`src/rtl/even_parity_pkg.sv`:
```
// Shared types and helpers for the even-parity serial link (transmitter and checker).
package even_parity_pkg;

  typedef enum logic [2:0] {
    IDLE,
    START,
    DATA,
    PARITY,
    STOP
  } state_t;

  localparam logic START_BIT  = 1'b0;
  localparam logic STOP_BIT   = 1'b1;
  localparam logic IDLE_LEVEL = 1'b1;

  localparam int MAX_DATA_W = 16;

  // Callers zero-extend narrower words; zero bits do not change the parity.
  function automatic logic evenParity(input logic [MAX_DATA_W-1:0] word);
    return ^word;
  endfunction

endpackage

```
`src/rtl/parity_bit_timer.sv`:
```
// Bit-time counter: strobes o_bit_tick on the last cycle of every CLKS_PER_BIT-cycle bit.
module parity_bit_timer #(
  parameter int CLKS_PER_BIT = 1
) (
  input  logic i_clk,
  input  logic i_rst,
  input  logic i_en,
  input  logic i_clear,
  output logic o_bit_tick
);

  localparam int CNT_W = $clog2(CLKS_PER_BIT + 1);
  localparam logic [CNT_W-1:0] LAST_CNT = CNT_W'(CLKS_PER_BIT - 1);

  logic [CNT_W-1:0] r_cnt;

  assign o_bit_tick = i_en && (r_cnt == LAST_CNT);

  // With CLKS_PER_BIT=1 the last count is 0, so the counter never leaves 0.
  always_ff @(posedge i_clk) begin
    if (i_rst || i_clear) begin
      r_cnt <= '0;
    end else if (o_bit_tick) begin
      r_cnt <= '0;
    end else if (i_en) begin
      r_cnt <= r_cnt + CNT_W'(1);
    end
  end

endmodule

```
`src/rtl/even_parity_serial_tx.sv`:
```
// Even-parity UART-style transmitter: start bit, DATA_W data bits LSB first, parity, stop.
module even_parity_serial_tx
  import even_parity_pkg::*;
#(
  parameter int DATA_W       = 8,
  parameter int CLKS_PER_BIT = 1
) (
  input  logic              i_clk,
  input  logic              i_rst,
  input  logic [DATA_W-1:0] i_data_in,
  input  logic              i_data_valid,
  output logic              o_data_ready,
  output logic              o_tx_out,
  output logic              o_tx_busy,
  output logic              o_parity_out,
  output logic              o_frame_done
);

  localparam int BIT_W = $clog2(DATA_W + 1);
  localparam logic [BIT_W-1:0] LAST_BIT = BIT_W'(DATA_W - 1);

  state_t            r_state;
  state_t            w_stateNext;
  logic [DATA_W-1:0] r_shift;
  logic [DATA_W-1:0] w_shiftNext;
  logic [BIT_W-1:0]  r_bitCnt;
  logic [BIT_W-1:0]  w_bitCntNext;
  logic              r_tx;
  logic              r_ready;
  logic              r_busy;
  logic              r_parity;
  logic              r_done;
  logic              w_txNext;
  logic              w_doneNext;
  logic              w_parityNext;
  logic              w_accept;
  logic              w_bitTick;
  logic              w_timerEn;

  assign w_accept  = i_data_valid && r_ready;
  assign w_timerEn = (r_state != IDLE);

  parity_bit_timer #(
    .CLKS_PER_BIT(CLKS_PER_BIT)
  ) u_timer (
    .i_clk      (i_clk),
    .i_rst      (i_rst),
    .i_en       (w_timerEn),
    .i_clear    (w_accept),
    .o_bit_tick (w_bitTick)
  );

  // Outputs are computed from the next state so every port comes straight from a flop.
  always_comb begin
    w_stateNext  = r_state;
    w_shiftNext  = r_shift;
    w_bitCntNext = r_bitCnt;
    w_parityNext = r_parity;
    w_doneNext   = 1'b0;
    w_txNext     = IDLE_LEVEL;

    case (r_state)
      IDLE: begin
        if (w_accept) begin
          w_stateNext  = START;
          w_shiftNext  = i_data_in;
          w_bitCntNext = '0;
          w_parityNext = evenParity(MAX_DATA_W'(i_data_in));
        end
      end
      START: begin
        if (w_bitTick) w_stateNext = DATA;
      end
      DATA: begin
        if (w_bitTick) begin
          w_shiftNext  = r_shift >> 1;
          w_bitCntNext = r_bitCnt + BIT_W'(1);
          if (r_bitCnt == LAST_BIT) w_stateNext = PARITY;
        end
      end
      PARITY: begin
        if (w_bitTick) w_stateNext = STOP;
      end
      STOP: begin
        if (w_bitTick) begin
          w_stateNext = IDLE;
          w_doneNext  = 1'b1;
        end
      end
      default: w_stateNext = IDLE;
    endcase

    case (w_stateNext)
      IDLE:    w_txNext = IDLE_LEVEL;
      START:   w_txNext = START_BIT;
      DATA:    w_txNext = w_shiftNext[0];
      PARITY:  w_txNext = w_parityNext;
      STOP:    w_txNext = STOP_BIT;
      default: w_txNext = IDLE_LEVEL;
    endcase
  end

  always_ff @(posedge i_clk) begin
    if (i_rst) begin
      r_state  <= IDLE;
      r_shift  <= '0;
      r_bitCnt <= '0;
      r_tx     <= IDLE_LEVEL;
      r_ready  <= 1'b1;
      r_busy   <= 1'b0;
      r_parity <= 1'b0;
      r_done   <= 1'b0;
    end else begin
      r_state  <= w_stateNext;
      r_shift  <= w_shiftNext;
      r_bitCnt <= w_bitCntNext;
      r_tx     <= w_txNext;
      r_ready  <= (w_stateNext == IDLE);
      r_busy   <= (w_stateNext != IDLE);
      r_parity <= w_parityNext;
      r_done   <= w_doneNext;
    end
  end

  assign o_data_ready = r_ready;
  assign o_tx_out     = r_tx;
  assign o_tx_busy    = r_busy;
  assign o_parity_out = r_parity;
  assign o_frame_done = r_done;

endmodule

```
`config.mk`:
```
export PLATFORM = sky130hd
export DESIGN_NAME = even_parity_serial_tx
export DESIGN_NICKNAME = d
export VERILOG_FILES = /design/src/rtl/even_parity_pkg.sv /design/src/rtl/parity_bit_timer.sv /design/src/rtl/even_parity_serial_tx.sv
export SDC_FILE = /design/constraint.sdc
export NUM_CORES = 1
export LEC_CHECK = 0
export ABC_CLOCK_PERIOD_IN_PS = 2100
export CAP_MARGIN = 10
export CORE_AREA = 3 3 50 52
export CTS_BUF_LIST = sky130_fd_sc_hd__clkbuf_16
export DETAILED_ROUTE_END_ITERATION = 10
export DIE_AREA = 0 0 53 55
export PLACE_DENSITY = 0.67
export SLEW_MARGIN = 20
export SYNTH_ARGS = -nofsm -noshare
export SYNTH_HDL_FRONTEND = slang
export SYNTH_SLANG_ARGS = --single-unit
```
`constraint.sdc`:
```
create_clock -name i_clk -period 2.1 [get_ports i_clk]
set_clock_uncertainty 0.05 [all_clocks]
set_input_delay 0.42 -clock i_clk [delete_from_list [all_inputs] [get_ports i_clk]]
set_output_delay 0.42 -clock i_clk [all_outputs]
set_load 0.01 [all_outputs]
```
==> run summary, run 1 <==
Die ar.: 2915 µm²
HPWL Detailed: 1333 µm
I/O pin count: 16
Starting Density: 0.4298
Clk sinks: 21
Fin cells: 145
CP bufs+invs: 2
# rows: 17
Clk slew on worst S/H paths: 0.06 ns
Relative slew slack: 0.6466
Final wirelength: 1752 µm
Core Area: 2148 µm²
Area Growth Syn to Fin: 33.33%
Number of input and output port buffers inserted: 15
First-pass GRT wire length: 3042 µm
CTS tree: yes
Initial DRC count: 13
Peak VDD IR: 0.7057 mV
Clock Power Share: 0.363
Worst-margin pin slew: 0.5266 ns
Worst setup SP type: primary input
Clock Latency Late Sink: 0.25 ns
Worst path required time: 2.25 ns
Clock Tree Root: clkbuf_16
Post-route cell area: 1231 µm²
Distinct cell type count after synthesis: 30
CTS Hold Bufs: 0
Max_cap viols: 0
RSZ-0062 raised after global routing: no
Pwr dens: 896.1 nW/µm²
Crit path max-delay cell type: clkdlybuf4s50_1
Cell taking the most area after synthesis: dfxtp_1
GP Congestion: 0.7939
Crit Path Class: in -> reg
Met3 wire len: 90 µm
Switching power: 0.0002865 W
Combinational power share: 0.221
Total Routing Usage GR: 0.1446
Vias: 757
Via density: 5.221
TritonCTS Buffers: 3
Synthesized cell area: 923.4 µm²
Vias in the first global route: 697
Period utilisation layout: 0.8636
Sw frac: 0.2597
Crit. End Element: register
P_int: 0.0008167 W
Sequential share of power: 0.416
Total grt overflow: 0
Final hold violation count: 0
Fin nets: 130
Critical path cell sequence: clkdlybuf4s50_1, nand2_1, nor4_2, buf_4, nor2_1, a2111oi_2, a211o_1
Top cells by area, synth: dfxtp_1 46%, xnor2_1 6.6%, a22oi_1 6.5%
Max Slew Vio Count: 0
Worst Hold Class: reg -> reg
Post-route minimum period: 1.813 ns
Post-synthesis instance total: 94
Static Leak: 0.4441 nW
Yosys reg bits: 21
Largest delay share family, worst path: buffers and inverters
Synth top area share: 0.4553
Post-CTS Setup Bufs: 0
Setup Viol. Count Final: 0
CTS max path bufs: 2
Die width: 53 µm
ANT cells: 0
Max Freq: 551.4 MHz
Syn_nets: 106
# DRC: 0
Setup TNS: 0 ns
Syn avg cell area: 9.823 µm²
Pin count of the biggest net entering global routing: 16
Die Y: 55 µm
Share of post-route cells with drive strength above 1: 0.1453
Antenna Nets Post-Route: 0
Critical Path AT: 1.96 ns
Synth warnings: 0
Post-place instance area: 1151 µm²
Critical path peak fanout: 4
Placed cells: 141
Fin worst setup slack: 0.2865 ns
Resized cells post-CTS: 0
Highest Signal Layer: met4
Place WS: 0.03366 ns
Crit-path max cell delay: 0.47 ns
DR WL met2: 855 µm
H-tree levels: 1
Seq/Total Area, Yosys: 0.4553
WL met1: 794 µm
Avg WL per Cell: 12.08 µm
Status: completed
Router iterations before antenna repair: 4
Initial antenna violation count: 0
## power by group through the flow
stage	Clock (W)	Sequential, W	Combinational, W
4_1_cts	0.000410	0.000459	0.000246
6_report	0.000401	0.000459	0.000244
2_1_floorplan	0	0.000470	0.000140
3_3_place_gp	0	0.000467	0.000242
5_1_grt	0.000429	0.000463	0.000268
3_5_place_dp	0	0.000468	0.000245
## metal layers
layer,vias to the layer above,global-route usage
met3,2,0.04826
met4,0,0.05106
met1,354,0.1787
met5,-,0
li1,385,-
met2,16,0.2355
## registers in the layout (all words and copies together) (netlist names)
register	count
r_state	3
o_data_ready	1
o_tx_busy	1
u_timer.r_cnt	1
o_frame_done	1
r_shift	8
o_tx_out	1
o_parity_out	1
r_bitCnt	4
## kinds of logic after synthesis
| logic type | Yosys count | synth area share |
|---|---|---|
| flip-flops | 21 | 0.4553 |
| adder cells (fa/ha/maj) | 1 | 0.01355 |
| AND/OR/NAND/NOR | 32 | 0.1938 |
| multiplexers | 1 | 0.01084 |
| buffers and inverters | 6 | 0.02711 |
| XOR/XNOR | 10 | 0.09486 |
| AO/OA/AOI/OAI | 23 | 0.2046 |
## worst min-delay path: stages (launching register included)
cell,delay (ns)
dfxtp_1,0.30
nand2_1,0.05
a21oi_1,0.05
## cell type report
cell class	count	area (µm²)
fillers	189	917.1
multi-input cells	67	478.0
flip-flops and latches	21	420.4
repair buffers	23	210.2
clock buffers	3	75.07
well taps	28	35.03
inverters	2	7.507
clock inverters	1	5.005
## stage by stage
stage                     hold WS (ns)   power, W    util
after floorplan                 0.3817  0.0006099       -
after global placement          0.3902  0.0007086  0.5358
after detailed placement        0.3956  0.0007131  0.5358
after CTS                       0.4049   0.001116  0.5731
after global routing            0.4184   0.001160  0.5731
final                           0.4025   0.001103  0.5731
## layout by cell type (no fill, tap or decap), drive strengths merged
cell,instances
a2111oi,1
a211o,1
a211oi,1
a21oi,7
a221oi,1
a22oi,8
a311oi,1
a31oi,1
a41oi,1
and2,1
and4,1
and4b,1
buf,8
clkbuf,3
clkdlybuf4s50,15
clkinv,1
dfxtp,21
ha,1
inv,2
mux2i,1
nand2,9
nand3,3
nand4,1
nor2,9
nor2b,1
nor3,3
nor3b,1
nor4,1
nor4b,1
o21ai,1
xnor2,7
xor2,3
## Yosys cell counts (all sizes together)
cell and number:
a2111oi 1, a211o 1, a211oi 1, a21oi 7, a221oi 1, a22oi 8, a311oi 1, a31oi 1
a41oi 1, and2 1, and4 1, and4b 1, buf 2, clkbuf 2, dfxtp 21, ha 1
inv 2, mux2i 1, nand2 9, nand3 3, nand4 1, nor2 9, nor2b 1, nor3 3
nor3b 1, nor4 1, nor4b 1, o21ai 1, xnor2 7, xor2 3
## final timing paths
kind | startpoint | end | slack [ns] | cells after the start
hold reg to reg | r_shift[1]$_SDFFE_PP0P_ | r_shift[1]$_SDFFE_PP0P_ | 0.40 | 2
setup / recovery | i_data_valid | o_tx_out$_SDFF_PP1_ | 0.29 | 7
hold / removal | r_shift[1]$_SDFFE_PP0P_ | r_shift[1]$_SDFFE_PP0P_ | 0.40 | 2
setup reg to reg | r_state[0]$_SDFF_PP0_ | o_tx_out$_SDFF_PP1_ | 0.33 | 5
Power figures use the tool's default switching activity.
==> inputs of run 2 (changes only) <==
PLACE_DENSITY = 0.74   (was 0.67)
==> run 2 against run 1 <==
- flip-flop and latch count unchanged
- wire length increased by 6.5%
- cell area decreased by 0.10%
- final cell count unchanged
- combinational power about the same
- hold slack improved by 0.0033 ns
- die area unchanged
- critical path depth decreased by 1
- sequential power about the same
- maximum frequency decreased by 2.4%
- largest power group unchanged
- register-to-register slack got worse by 0.09 ns
==> run summary, run 2 (synthesized netlist as in run 1, its figures left out) <==
HPWL Detailed: 1319 µm (-0.99%)
Total Routing Usage GR: 0.1571 (+0.01248)
Critical path cell sequence: nor4b_4, buf_4, a41oi_4, a221oi_2, nand3_1, a211o_1
RSZ-0062 raised after global routing: no
Relative slew slack: 0.7348 (+0.08826)
Clk slew on worst S/H paths: 0.05 ns (about the same)
Pin count of the biggest net entering global routing: 13 (-3)
Antenna Nets Post-Route: 0 (unchanged)
CTS tree: yes
Post-place instance area: 1151 µm² (unchanged)
Clk sinks: 21 (unchanged)
# DRC: 0 (unchanged)
Number of input and output port buffers inserted: 15 (unchanged)
Post-route cell area: 1230 µm² (-0.10%)
Total grt overflow: 0 (unchanged)
Starting Density: 0.4298 (unchanged)
Critical Path AT: 1.95 ns (about the same)
Final hold violation count: 0 (unchanged)
Period utilisation layout: 0.8851 (+0.02155)
Number of fill cells in the layout: 200 (+5.8%)
Fin nets: 130 (unchanged)
Setup TNS: 0 ns (unchanged)
Peak VDD IR: 0.6127 mV (-13%)
Initial DRC count: 18 (+5)
Die Y: 55 µm (unchanged)
Most common cell after layout, fill and taps aside: dfxtp_1
ANT cells: 0 (unchanged)
Via density: 5.434 (+4.1%)
Worst path required time: 2.19 ns (-0.06 ns)
Largest Register: r_shift
Clock Tree Root: clkbuf_16
Crit-path max cell delay: 0.47 ns (about the same)
Largest register FFs: 8 (unchanged)
Worst setup SP type: register
Max_cap viols: 0 (unchanged)
Max Freq: 538.0 MHz (-2.4%)
Crit path max-delay cell type: dfxtp_1
Core Area: 2148 µm² (unchanged)
CTS max path bufs: 2 (unchanged)
First-pass GRT wire length: 3284 µm (+8.0%)
Final wirelength: 1866 µm (+6.5%)
Die ar.: 2915 µm² (unchanged)
H-tree levels: 1 (unchanged)
Pwr dens: 890.3 nW/µm² (-0.64%)
# rows: 17 (unchanged)
Router iterations before antenna repair: 4 (unchanged)
Hold WS: 0.4058 ns (+0.003325 ns)
TritonCTS Buffers: 3 (unchanged)
Post-CTS Setup Bufs: 0 (unchanged)
Critical path peak fanout: 12 (+8)
Vias in the first global route: 781 (+12%)
Max Slew Vio Count: 0 (unchanged)
Crit Path Class: reg -> reg
Worst-margin pin slew: 0.3965 ns (-0.1301 ns)
CTS Hold Bufs: 0 (unchanged)
Clock Latency Late Sink: 0.25 ns (about the same)
GP Congestion: 0.8765 (+10%)
Final core utilization: 0.5725 (-0.0005830)
Static Leak: 0.4450 nW (+0.20%)
Most frequent cells in the layout: 21 x dfxtp_1, 15 x clkdlybuf4s50_1, 9 x nand2_1, 9 x nor2_1
Initial antenna violation count: 0 (unchanged)
Setup Viol. Count Final: 0 (unchanged)
I/O pin count: 16 (unchanged)
Status: completed
Worst Hold Class: reg -> reg
Vias: 788 (+4.1%)
Area Growth Syn to Fin: 33.20%
Resized cells post-CTS: 0 (unchanged)
Avg WL per Cell: 12.87 µm (+6.5%)
Share of post-route cells with drive strength above 1: 0.1368 (-0.008547)
Post-route minimum period: 1.859 ns (+0.04525 ns)
Die width: 53 µm (unchanged)
Regs by FF count: r_shift: 8 flops, r_bitCnt: 4 flops, r_state: 3 flops
Crit. End Element: register
==> run 2: changes by cell type in the layout (fill, tap and decap cells not counted), sizes merged <==
| cell | change |
|---|---|
| inv | +1 |
| clkinv | -1 |
==> run 2: layout make-up <==
cell class,count,area [µm²],area share
Clock buffer,3,75.07,0.06104
Timing Repair Buffer,23,210.2,0.1709
Clock inverter,1,3.754,0.003052
Multi-Input combinational cell,67,478.0,0.3886
Inverter,2,7.507,0.006104
Tap cell,28,35.03,0.02848
Sequential cell,21,420.4,0.3418
==> run 2: stage by stage <==
step / setup WS (ns) / total power [W] / instances
after floorplan: 0.4587 / 0.0006099 / 94
after global placement: 0.05728 / 0.0007072 / 141
after detailed placement: 0.02425 / 0.0007121 / 141
after CTS: 0.2362 / 0.001109 / 145
after global routing: 0.08394 / 0.001152 / 145
final: 0.2413 / 0.001095 / 145
==> run 2: critical path: cells and delay by family, from the launching register on <==
kind / cells / cell delay, ns
and+or+nand+nor: 2 / 0.37
AOI/OAI and AO/OA: 3 / 0.62
buffers and inverters: 1 / 0.23
DFF: 1 / 0.47
==> run 2: path summary, 6_finish.rpt <==
path,startpoint,to,slack [ns],cells after the start
setup / recovery,r_state[1]$_SDFF_PP0_,o_tx_out$_SDFF_PP1_,0.24,6
hold / removal,r_shift[6]$_SDFFE_PP0P_,r_shift[6]$_SDFFE_PP0P_,0.41,2
setup reg to reg,r_state[1]$_SDFF_PP0_,o_tx_out$_SDFF_PP1_,0.24,6
hold reg to reg,r_shift[6]$_SDFFE_PP0P_,r_shift[6]$_SDFFE_PP0P_,0.41,2
==> run 2: power by group <==
group | internal (W) | switching (W)
sequential | 0.000434 | 0.0000264
clock | 0.000254 | 0.000139
combinational | 0.000128 | 0.000115
total | 0.000815 | 0.000280
==> run 2: routing by layer <==
layer  up-vias  track usage  part of all wire
met3         5      0.04826             0.064
met1       369       0.1686              0.43
met4         0      0.07660             0.018
li1        389            -                 -
met5         -            0                 0
met2        25       0.2810              0.49
